## src/rtl/tqvp_uart_pkg.sv

```systemverilog
// tqvp_uart_pkg: shared constants and types for the buffered TinyQV UART.
//   - register addresses inside the 16-byte window
//   - STATUS / CTRL bit positions
//   - TX / RX state encodings
//   - minimum legal baud divisor and the clamp helper that enforces it
package tqvp_uart_pkg;

    localparam logic [3:0] ADDR_DATA     = 4'h0;
    localparam logic [3:0] ADDR_STATUS   = 4'h1;
    localparam logic [3:0] ADDR_CTRL     = 4'h2;
    localparam logic [3:0] ADDR_DIV_LO   = 4'h3;
    localparam logic [3:0] ADDR_DIV_HI   = 4'h4;
    localparam logic [3:0] ADDR_RX_COUNT = 4'h5;
    localparam logic [3:0] ADDR_TX_COUNT = 4'h6;

    localparam int ST_RX_NONEMPTY = 0;
    localparam int ST_RX_FULL     = 1;
    localparam int ST_TX_EMPTY    = 2;
    localparam int ST_TX_FULL     = 3;
    localparam int ST_TX_ACTIVE   = 4;
    localparam int ST_RX_OVR      = 5;
    localparam int ST_FRAME_ERR   = 6;
    localparam int ST_TX_OVF      = 7;

    localparam int CTRL_POP      = 0;
    localparam int CTRL_FLUSH_RX = 1;
    localparam int CTRL_FLUSH_TX = 2;
    localparam int CTRL_LOOPBACK = 3;

    localparam logic [15:0] DIV_MIN = 16'd7;

    typedef enum logic [1:0] {
        TX_IDLE,
        TX_START,
        TX_DATA,
        TX_STOP
    } tx_state_e;

    typedef enum logic [2:0] {
        RX_IDLE,
        RX_START,
        RX_DATA,
        RX_STOP,
        RX_WAIT_HIGH
    } rx_state_e;

    // Divisors below DIV_MIN leave too few cycles per bit for mid-bit sampling.
    function automatic logic [15:0] clamp_div(input logic [15:0] v);
        return (v < DIV_MIN) ? DIV_MIN : v;
    endfunction

endpackage

```

## src/rtl/tqvp_uart_sync_fifo.sv

```systemverilog
// tqvp_uart_sync_fifo: single-clock FIFO with occupancy count.
//   clk, rst_n : clock, synchronous active-low reset
//   push, din  : write; accepted when not full, or when full with an accepted pop
//   pop        : drop the head; ignored when empty
//   flush      : empty the FIFO; overrides push and pop in the same cycle
//   dout       : current head (undefined content when empty)
//   count      : occupancy 0..DEPTH; full / empty flags
module tqvp_uart_sync_fifo #(
    parameter int WIDTH = 8,
    parameter int DEPTH = 16
) (
    input  logic                     clk,
    input  logic                     rst_n,
    input  logic                     push,
    input  logic                     pop,
    input  logic                     flush,
    input  logic [WIDTH-1:0]         din,
    output logic [WIDTH-1:0]         dout,
    output logic [$clog2(DEPTH):0]   count,
    output logic                     full,
    output logic                     empty
);
    localparam int AW = $clog2(DEPTH);
    localparam int CW = AW + 1;

    logic [WIDTH-1:0] mem_q [DEPTH];
    logic [AW-1:0]    wr_ptr_q, wr_ptr_d;
    logic [AW-1:0]    rd_ptr_q, rd_ptr_d;
    logic [CW-1:0]    count_q, count_d;
    logic             do_push, do_pop;

    assign empty = (count_q == '0);
    assign full  = (count_q == CW'(DEPTH));
    assign count = count_q;
    assign dout  = mem_q[rd_ptr_q];

    // A pop frees the slot the simultaneous push lands in, so full+push+pop works.
    assign do_pop  = pop && !empty && !flush;
    assign do_push = push && (!full || do_pop) && !flush;

    always_comb begin
        wr_ptr_d = wr_ptr_q;
        rd_ptr_d = rd_ptr_q;
        count_d  = count_q;
        if (flush) begin
            wr_ptr_d = '0;
            rd_ptr_d = '0;
            count_d  = '0;
        end else begin
            if (do_push) wr_ptr_d = wr_ptr_q + 1'b1;
            if (do_pop)  rd_ptr_d = rd_ptr_q + 1'b1;
            case ({do_push, do_pop})
                2'b10:   count_d = count_q + 1'b1;
                2'b01:   count_d = count_q - 1'b1;
                default: count_d = count_q;
            endcase
        end
    end

    always_ff @(posedge clk) begin
        if (!rst_n) begin
            wr_ptr_q <= '0;
            rd_ptr_q <= '0;
            count_q  <= '0;
        end else begin
            wr_ptr_q <= wr_ptr_d;
            rd_ptr_q <= rd_ptr_d;
            count_q  <= count_d;
        end
    end

    always_ff @(posedge clk) begin
        if (do_push) mem_q[wr_ptr_q] <= din;
    end

endmodule

```

## src/rtl/tqvp_uart_buffered.sv

```systemverilog
// tqvp_uart_buffered: TinyQV peripheral, full-duplex 8N1 UART with RX/TX FIFOs,
// programmable divisor (bit period DIV+1 cycles), sticky error flags, loopback.
//   clk, rst_n           : clock, synchronous active-low reset
//   ui_in[7]             : RX line (already synchronised)
//   uo_out               : {6'b0, rx_nonempty, tx}
//   address, data_write, data_in : register write port (one-cycle strobe)
//   data_out             : combinational register read
module tqvp_uart_buffered
    import tqvp_uart_pkg::*;
#(
    parameter int CLK_HZ       = 64000000,
    parameter int DEFAULT_BAUD = 115200,
    parameter int RX_DEPTH     = 16,
    parameter int TX_DEPTH     = 16
) (
    input  logic       clk,
    input  logic       rst_n,
    input  logic [7:0] ui_in,
    output logic [7:0] uo_out,
    input  logic [3:0] address,
    input  logic       data_write,
    input  logic [7:0] data_in,
    output logic [7:0] data_out
);
    localparam logic [15:0] DIV_RESET = 16'(CLK_HZ / DEFAULT_BAUD - 1);

    // ---------------- register strobes ----------------
    logic wr_data, wr_status, wr_ctrl, wr_div_lo, wr_div_hi;
    assign wr_data   = data_write && (address == ADDR_DATA);
    assign wr_status = data_write && (address == ADDR_STATUS);
    assign wr_ctrl   = data_write && (address == ADDR_CTRL);
    assign wr_div_lo = data_write && (address == ADDR_DIV_LO);
    assign wr_div_hi = data_write && (address == ADDR_DIV_HI);

    logic rx_pop, rx_flush, tx_flush;
    assign rx_pop   = wr_ctrl && data_in[CTRL_POP];
    assign rx_flush = wr_ctrl && data_in[CTRL_FLUSH_RX];
    assign tx_flush = wr_ctrl && data_in[CTRL_FLUSH_TX];

    // ---------------- FIFOs ----------------
    logic                        tx_pop, tx_full, tx_empty;
    logic [7:0]                  tx_dout;
    logic [$clog2(TX_DEPTH):0]   tx_count;
    logic                        rx_full, rx_empty;
    logic [7:0]                  rx_dout;
    logic [$clog2(RX_DEPTH):0]   rx_count;
    logic                        rx_push_q, rx_push_d;
    logic [7:0]                  rx_shift_q, rx_shift_d;

    tqvp_uart_sync_fifo #(.WIDTH(8), .DEPTH(TX_DEPTH)) u_tx_fifo (
        .clk(clk), .rst_n(rst_n), .push(wr_data), .pop(tx_pop), .flush(tx_flush),
        .din(data_in), .dout(tx_dout), .count(tx_count), .full(tx_full), .empty(tx_empty)
    );

    tqvp_uart_sync_fifo #(.WIDTH(8), .DEPTH(RX_DEPTH)) u_rx_fifo (
        .clk(clk), .rst_n(rst_n), .push(rx_push_q), .pop(rx_pop), .flush(rx_flush),
        .din(rx_shift_q), .dout(rx_dout), .count(rx_count), .full(rx_full), .empty(rx_empty)
    );

    // ---------------- config / sticky state ----------------
    logic [15:0] div_q, div_d;
    logic        loopback_q, loopback_d;
    logic        rx_ovr_q, rx_ovr_d, frame_err_q, frame_err_d, tx_ovf_q, tx_ovf_d;
    logic        rx_ovr_set, frame_err_set, tx_ovf_set;

    // Overflow only when the FIFO really refuses the byte; flush swallows it silently.
    assign tx_ovf_set = wr_data && tx_full && !tx_pop && !tx_flush;
    assign rx_ovr_set = rx_push_q && rx_full && !rx_pop && !rx_flush;

    always_comb begin
        div_d      = div_q;
        loopback_d = loopback_q;
        if (wr_div_lo) div_d = clamp_div({div_q[15:8], data_in});
        if (wr_div_hi) div_d = clamp_div({data_in, div_q[7:0]});
        if (wr_ctrl)   loopback_d = data_in[CTRL_LOOPBACK];
        // set wins over write-1-to-clear
        rx_ovr_d    = (rx_ovr_q    & ~(wr_status & data_in[ST_RX_OVR]))    | rx_ovr_set;
        frame_err_d = (frame_err_q & ~(wr_status & data_in[ST_FRAME_ERR])) | frame_err_set;
        tx_ovf_d    = (tx_ovf_q    & ~(wr_status & data_in[ST_TX_OVF]))    | tx_ovf_set;
    end

    // ---------------- TX FSM ----------------
    tx_state_e   tx_state_q, tx_state_d;
    logic [15:0] tx_cnt_q, tx_cnt_d, tx_div_q, tx_div_d;
    logic [2:0]  tx_bit_q, tx_bit_d;
    logic [7:0]  tx_data_q, tx_data_d;
    logic        tx_line_q, tx_line_d;
    logic        tx_bit_end, tx_load;

    assign tx_bit_end = (tx_cnt_q == tx_div_q);
    // Do not launch a byte that is being flushed this very cycle.
    assign tx_load    = !tx_empty && !tx_flush;

    always_comb begin
        tx_state_d = tx_state_q;
        tx_cnt_d   = tx_bit_end ? 16'd0 : tx_cnt_q + 16'd1;
        tx_div_d   = tx_div_q;
        tx_bit_d   = tx_bit_q;
        tx_data_d  = tx_data_q;
        tx_pop     = 1'b0;
        case (tx_state_q)
            TX_IDLE: begin
                tx_cnt_d = '0;
                if (tx_load) begin
                    tx_pop     = 1'b1;
                    tx_state_d = TX_START;
                    tx_div_d   = div_q;
                    tx_data_d  = tx_dout;
                end
            end
            TX_START: if (tx_bit_end) begin
                tx_state_d = TX_DATA;
                tx_bit_d   = 3'd0;
            end
            TX_DATA: if (tx_bit_end) begin
                if (tx_bit_q == 3'd7) tx_state_d = TX_STOP;
                else                  tx_bit_d   = tx_bit_q + 3'd1;
            end
            TX_STOP: if (tx_bit_end) begin
                // chain straight into the next frame: no idle gap
                if (tx_load) begin
                    tx_pop     = 1'b1;
                    tx_state_d = TX_START;
                    tx_div_d   = div_q;
                    tx_data_d  = tx_dout;
                end else begin
                    tx_state_d = TX_IDLE;
                end
            end
            default: tx_state_d = TX_IDLE;
        endcase
        // Line level is registered from the current state, so it trails the
        // state by one cycle while keeping every bit exactly DIV+1 long.
        case (tx_state_q)
            TX_START: tx_line_d = 1'b0;
            TX_DATA:  tx_line_d = tx_data_q[tx_bit_q];
            default:  tx_line_d = 1'b1;
        endcase
    end

    // ---------------- RX FSM ----------------
    rx_state_e   rx_state_q, rx_state_d;
    logic [15:0] rx_cnt_q, rx_cnt_d, rx_div_q, rx_div_d;
    logic [2:0]  rx_bit_q, rx_bit_d;
    logic        rx_prev_q;
    logic        rx_in;

    assign rx_in = loopback_q ? tx_line_q : ui_in[7];

    always_comb begin
        rx_state_d    = rx_state_q;
        rx_cnt_d      = rx_cnt_q + 16'd1;
        rx_div_d      = rx_div_q;
        rx_bit_d      = rx_bit_q;
        rx_shift_d    = rx_shift_q;
        rx_push_d     = 1'b0;
        frame_err_set = 1'b0;
        case (rx_state_q)
            RX_IDLE: begin
                rx_cnt_d = '0;
                if (rx_prev_q && !rx_in) begin
                    rx_state_d = RX_START;
                    rx_div_d   = div_q;
                end
            end
            RX_START: if (rx_cnt_q == (rx_div_q >> 1)) begin
                rx_cnt_d = '0;
                if (rx_in) rx_state_d = RX_IDLE;   // glitch, not a start bit
                else begin
                    rx_state_d = RX_DATA;
                    rx_bit_d   = 3'd0;
                end
            end
            RX_DATA: if (rx_cnt_q == rx_div_q) begin
                rx_cnt_d   = '0;
                rx_shift_d = {rx_in, rx_shift_q[7:1]};
                if (rx_bit_q == 3'd7) rx_state_d = RX_STOP;
                else                  rx_bit_d   = rx_bit_q + 3'd1;
            end
            RX_STOP: if (rx_cnt_q == rx_div_q) begin
                rx_cnt_d = '0;
                if (rx_in) begin
                    rx_push_d  = 1'b1;
                    rx_state_d = RX_IDLE;
                end else begin
                    frame_err_set = 1'b1;
                    rx_state_d    = RX_WAIT_HIGH;
                end
            end
            RX_WAIT_HIGH: begin
                rx_cnt_d = '0;
                if (rx_in) rx_state_d = RX_IDLE;
            end
            default: rx_state_d = RX_IDLE;
        endcase
    end

    // ---------------- state registers ----------------
    always_ff @(posedge clk) begin
        if (!rst_n) begin
            div_q       <= DIV_RESET;
            loopback_q  <= 1'b0;
            rx_ovr_q    <= 1'b0;
            frame_err_q <= 1'b0;
            tx_ovf_q    <= 1'b0;
            tx_state_q  <= TX_IDLE;
            tx_cnt_q    <= '0;
            tx_div_q    <= DIV_RESET;
            tx_bit_q    <= '0;
            tx_data_q   <= '0;
            tx_line_q   <= 1'b1;
            rx_state_q  <= RX_IDLE;
            rx_cnt_q    <= '0;
            rx_div_q    <= DIV_RESET;
            rx_bit_q    <= '0;
            rx_shift_q  <= '0;
            rx_push_q   <= 1'b0;
            rx_prev_q   <= 1'b1;
        end else begin
            div_q       <= div_d;
            loopback_q  <= loopback_d;
            rx_ovr_q    <= rx_ovr_d;
            frame_err_q <= frame_err_d;
            tx_ovf_q    <= tx_ovf_d;
            tx_state_q  <= tx_state_d;
            tx_cnt_q    <= tx_cnt_d;
            tx_div_q    <= tx_div_d;
            tx_bit_q    <= tx_bit_d;
            tx_data_q   <= tx_data_d;
            tx_line_q   <= tx_line_d;
            rx_state_q  <= rx_state_d;
            rx_cnt_q    <= rx_cnt_d;
            rx_div_q    <= rx_div_d;
            rx_bit_q    <= rx_bit_d;
            rx_shift_q  <= rx_shift_d;
            rx_push_q   <= rx_push_d;
            rx_prev_q   <= rx_in;
        end
    end

    // ---------------- outputs ----------------
    logic [7:0] status;
    always_comb begin
        status                 = '0;
        status[ST_RX_NONEMPTY] = !rx_empty;
        status[ST_RX_FULL]     = rx_full;
        status[ST_TX_EMPTY]    = tx_empty;
        status[ST_TX_FULL]     = tx_full;
        status[ST_TX_ACTIVE]   = (tx_state_q != TX_IDLE);
        status[ST_RX_OVR]      = rx_ovr_q;
        status[ST_FRAME_ERR]   = frame_err_q;
        status[ST_TX_OVF]      = tx_ovf_q;
    end

    always_comb begin
        data_out = 8'h00;
        case (address)
            ADDR_DATA:     data_out = rx_empty ? 8'h00 : rx_dout;
            ADDR_STATUS:   data_out = status;
            ADDR_CTRL:     data_out = {4'b0, loopback_q, 3'b0};
            ADDR_DIV_LO:   data_out = div_q[7:0];
            ADDR_DIV_HI:   data_out = div_q[15:8];
            ADDR_RX_COUNT: data_out = 8'(rx_count);
            ADDR_TX_COUNT: data_out = 8'(tx_count);
            default:       data_out = 8'h00;
        endcase
    end

    assign uo_out = {6'b0, !rx_empty, loopback_q ? 1'b1 : tx_line_q};

    logic unused_ui;
    assign unused_ui = &{1'b0, ui_in[6:0]};

endmodule

```

## config.mk

```make
export PLATFORM = sky130hd
export DESIGN_NAME = tqvp_uart_buffered
export DESIGN_NICKNAME = d
export VERILOG_FILES = /design/src/rtl/tqvp_uart_pkg.sv /design/src/rtl/tqvp_uart_sync_fifo.sv /design/src/rtl/tqvp_uart_buffered.sv
export SDC_FILE = /design/constraint.sdc
export NUM_CORES = 1
export LEC_CHECK = 0
export BUFFER_PORTS_ARGS = -buffer_cell sky130_fd_sc_hd__buf_2
export CELL_PAD_IN_SITES_DETAIL_PLACEMENT = 0
export CELL_PAD_IN_SITES_GLOBAL_PLACEMENT = 2
export CORE_MARGIN = 2
export CORE_UTILIZATION = 41
export CTS_BUF_LIST = sky130_fd_sc_hd__clkbuf_8 sky130_fd_sc_hd__clkbuf_16
export DETAILED_ROUTE_END_ITERATION = 10
export GPL_TIMING_DRIVEN = 0
export PLACE_DENSITY_LB_ADDON = 0.1
export SETUP_SLACK_MARGIN = 0.1
export SYNTH_ARGS = -nofsm -noshare
export SYNTH_HDL_FRONTEND = slang
export SYNTH_HIERARCHICAL = 1
export SYNTH_SLANG_ARGS = --single-unit
```

## constraint.sdc

```tcl
create_clock -name clk -period 3.65 [get_ports clk]
set_input_delay 0.365 -clock clk [delete_from_list [all_inputs] [get_ports clk]]
set_output_delay 0.365 -clock clk [all_outputs]
set_load 0.02 [all_outputs]
```

==> results_dict.tcl <==
set metrics [dict create \
    status "complete, no violations" \
    hold_depth 3 \
    reg2reg_depth 15 \
    dieArea_sq_um 44470 \
    wl_met1_um 21910 \
    end_kind "register" \
    max_stage_delay_ns 0.42 \
    intPower_uw 7497 \
    die_h_um 210.9 \
    combPwrFrac 0.043 \
    antenna_found_initial 1 \
    yosysTopAreaCellShare 0.4380 \
    hold_path.class "input port to register" \
    hold_slack_ns 0.1604 \
    drtIter0Drc 784 \
    cap_violations 0 \
    via_per_inst 5.497 \
    post-dp-hpwl_um 30000 \
    worstPathRequired_ns 4.11 \
    h-tree-depth 2 \
    yosys_warnings 6 \
    r2r_start "tx_cnt_q[3]" \
    fin_ws_ns 0.05847 \
    synthFlopType "edfxtp_1" \
    synth_common_cells "256 x edfxtp_1, 148 x dfxtp_1, 118 x nor2_1, 89 x nand2_1, 74 x mux4_2" \
    p_leak_uw 0.006732 \
    gr-usage-all-layers 0.1991 \
    pin_count 39 \
    netlist_area_sq_um 17550 \
    num-fill-cells 3760 \
    regArea_sq_um 10690 \
    crit_arrival_ns 4.05 \
    synthTopCellsByArea "edfxtp_1 44%, dfxtp_1 17%, mux4_2 9.5%" \
    cp_num_buf_inv 3 \
    post-route-period-util 0.9840 \
    power_uw 9654 \
    synth_cell_type_count 80 \
    synth_largest_area_cell "edfxtp_1" \
    grt_pass1_vias 10670 \
    clk_latency_ns 0.57 \
    powerDensity_nw_per_um2 478.5 \
    dr_wl_met3_um 1949 \
    synthCells 1271 \
    tightest_slew_ns 1.064 \
    seqPwrFrac 0.506 \
    grt_pass1_wl_um 66120 \
    vias 10630 \
    avgSynthCellArea_sq_um 13.81 \
    multi_input_area_sq_um 6634 \
    crit_path_cell_trace "xnor2_2 > nand4_1 > nor4_4 > nand2_2 > a2111oi_4 > buf_4 > o311ai_4 > buf_6 > ha_4 > buf_8 > xor2_1 > ha_2 > nand4_1 > a31oi_1 > mux2_2" \
    die_w_um 210.9 \
    grt_max_degree 23 \
    placed_cell_area_sq_um 18420 \
    slew_viol_final 0 \
    rsz0062_at_grt "true" \
    cts_tree "yes" \
    clock.fmax_mhz 278.4 \
    dr.pass1.iters 4 \
    drc 0 \
    gp_congestion 0.7928 \
    n_antenna_cell 0 \
    cts_num_sinks 404 \
    r2r_slack_ns 0.06 \
    synth_edf_count 256 \
    clock_path_buffers 3 \
    final-hold-violation-count 0 \
    min_delay_worst_endpoint "rx_prev_q" \
    synth.most_common_cell "edfxtp_1" \
    root_buffer "clkbuf_16" \
    wire_per_inst_um 22.38 \
    min_period_ns 3.592 \
    pre_cts_slack_ns -0.6571 \
    worst_path_max_delay_cell "nor4_4" \
    hold_buffers 0 \
    path_class "register to register" \
    wl_um 43280 \
    port_buffers 23 \
    met2_wirelength_um 18680 \
    min-delay-start "ui_in[7]" \
    gr-total-overflow 0 \
    top_layer "met5" \
    fin_area_sq_um 20170 \
    rows 75 \
    synth-seq-area-share 0.6069 \
    r2r-end "u_tx_fifo/count[4]" \
    initial_core_util 0.4165 \
    core_sq_um 42130 \
    cp_max_fo 8 \
    crit_path_frequent_cell "nand4_1" \
    crit_family "simple AND/OR/NAND/NOR gates" \
    clockPowerShare 0.451 \
    async_flop_share 0 \
    ant_nets 0 \
    worst_slew_margin_rel 0.2881 \
    startpoint_type "register" \
    layout-drive-gt1-share 0.2086 \
    ir_drop_mv 0.3534 \
    finalSetupViolations 0 \
    clkSlewWorstSetupHoldPaths_ns 0.06 \
    numCtsBuffers 44 \
    sw_frac_of_total 0.2234 \
    final_util 0.4788 \
    fin_nets 1414 \
    fin_skew_ns 0.01204 \
    switchingPower_uw 2157 \
    ys_ff_latch 404 \
    area_growth_pct 14.96 \
]
layout make-up:
cell class | count | share of cell area
flip-flops and latches | 404 | 0.5297
plain buffers | 72 | 0.02059
well taps | 539 | 0.03343
repair buffers | 42 | 0.01278
clock inverters | 32 | 0.01420
inverters | 28 | 0.005210
multi-input cells | 772 | 0.3288
clock buffers | 45 | 0.05526
power by group through the flow:
stage	logic [uW]	registers, uW	clock network, uW
finish	417	4880	4350
global route	464	4890	4650
detailed placement	415	4990	0
CTS	419	4890	4460
floorplan	275	4970	0
global placement	415	4980	0
worst max-delay path by stage:
stage                            start               endpoint  cells past startpoint
after floorplan            tx_cnt_q[0]     u_tx_fifo/count[4]                     15
after CTS                 tx_cnt_q[14]     u_tx_fifo/count[4]                     15
after global routing       tx_cnt_q[3]     u_tx_fifo/count[4]                     15
after detailed placement  tx_cnt_q[10]     u_tx_fifo/count[4]                     15
after global placement    tx_cnt_q[10]  u_tx_fifo/mem_q[0][5]                      7
final                      tx_cnt_q[3]     u_tx_fifo/count[4]                     15
logic make-up (layout without fill, tap and decap cells):
| family | count (synthesis) | in the layout | synth area share |
|---|---|---|---|
| flops | 404 | 404 | 0.6069 |
| simple gates | 380 | 380 | 0.1127 |
| mux | 136 | 136 | 0.1306 |
| compound gates | 135 | 135 | 0.05832 |
| buf+inv | 100 | 219 | 0.02809 |
| xor+xnor | 88 | 88 | 0.04392 |
| fa+ha+maj | 27 | 27 | 0.01925 |
| other cells | 1 | 6 | 0.0002137 |
worst min-delay path: cells and delay by family:
kind,cells,cell delay (ns)
mux,1,0.12
buf+inv,1,0.13
simple gates,1,0.08
cells in the final DEF (no fill, tap or decap), types with 33 or more instances in the layout:
| cell type | count |
|---|---|
| mux2i_1 | 58 |
| nor2_1 | 112 |
| xnor2_1 | 56 |
| nand2_1 | 89 |
| a22oi_1 | 41 |
| edfxtp_1 | 256 |
| clkbuf_16 | 44 |
| buf_2 | 35 |
| mux4_2 | 74 |
| inv_1 | 33 |
| dfxtp_1 | 133 |
registers in the layout, summed over array words and instances (netlist names), 2 cells and up, named ones only:
name	count
div_q	16
rx_bit_q	3
rx_cnt_q	16
rx_div_q	16
rx_shift_q	8
rx_state_q	3
tx_bit_q	3
tx_cnt_q	16
tx_data_q	8
tx_div_q	16
tx_state_q	2
u_rx_fifo/count	5
u_rx_fifo/mem_q	128
u_rx_fifo/rd_ptr_q	4
u_rx_fifo/wr_ptr_q	4
u_tx_fifo/count	5
u_tx_fifo/mem_q	128
u_tx_fifo/rd_ptr_q	4
u_tx_fifo/wr_ptr_q	4
layer usage:
metal  GRT usage  up-vias
met2      0.2911      211
met5           0        -
met4     0.04638        2
met3     0.03509       59
met1      0.3079     5394
li1            -     4965
per-stage QoR:
step	setup TNS, ns	std cells
detailed placement	-38.73	1842
global placement	-54.44	1838
global route	-0.09832	1934
CTS	0	1928
floorplan	0	1276
finish	0	1934
timing repair:
item	4_1_cts	5_1_grt
resized for setup	29	35
buffers inserted	9	6
pin swaps	9	10
setup endpoints to repair	118	91
No activity file was read; power rests on OpenSTA's default activity.
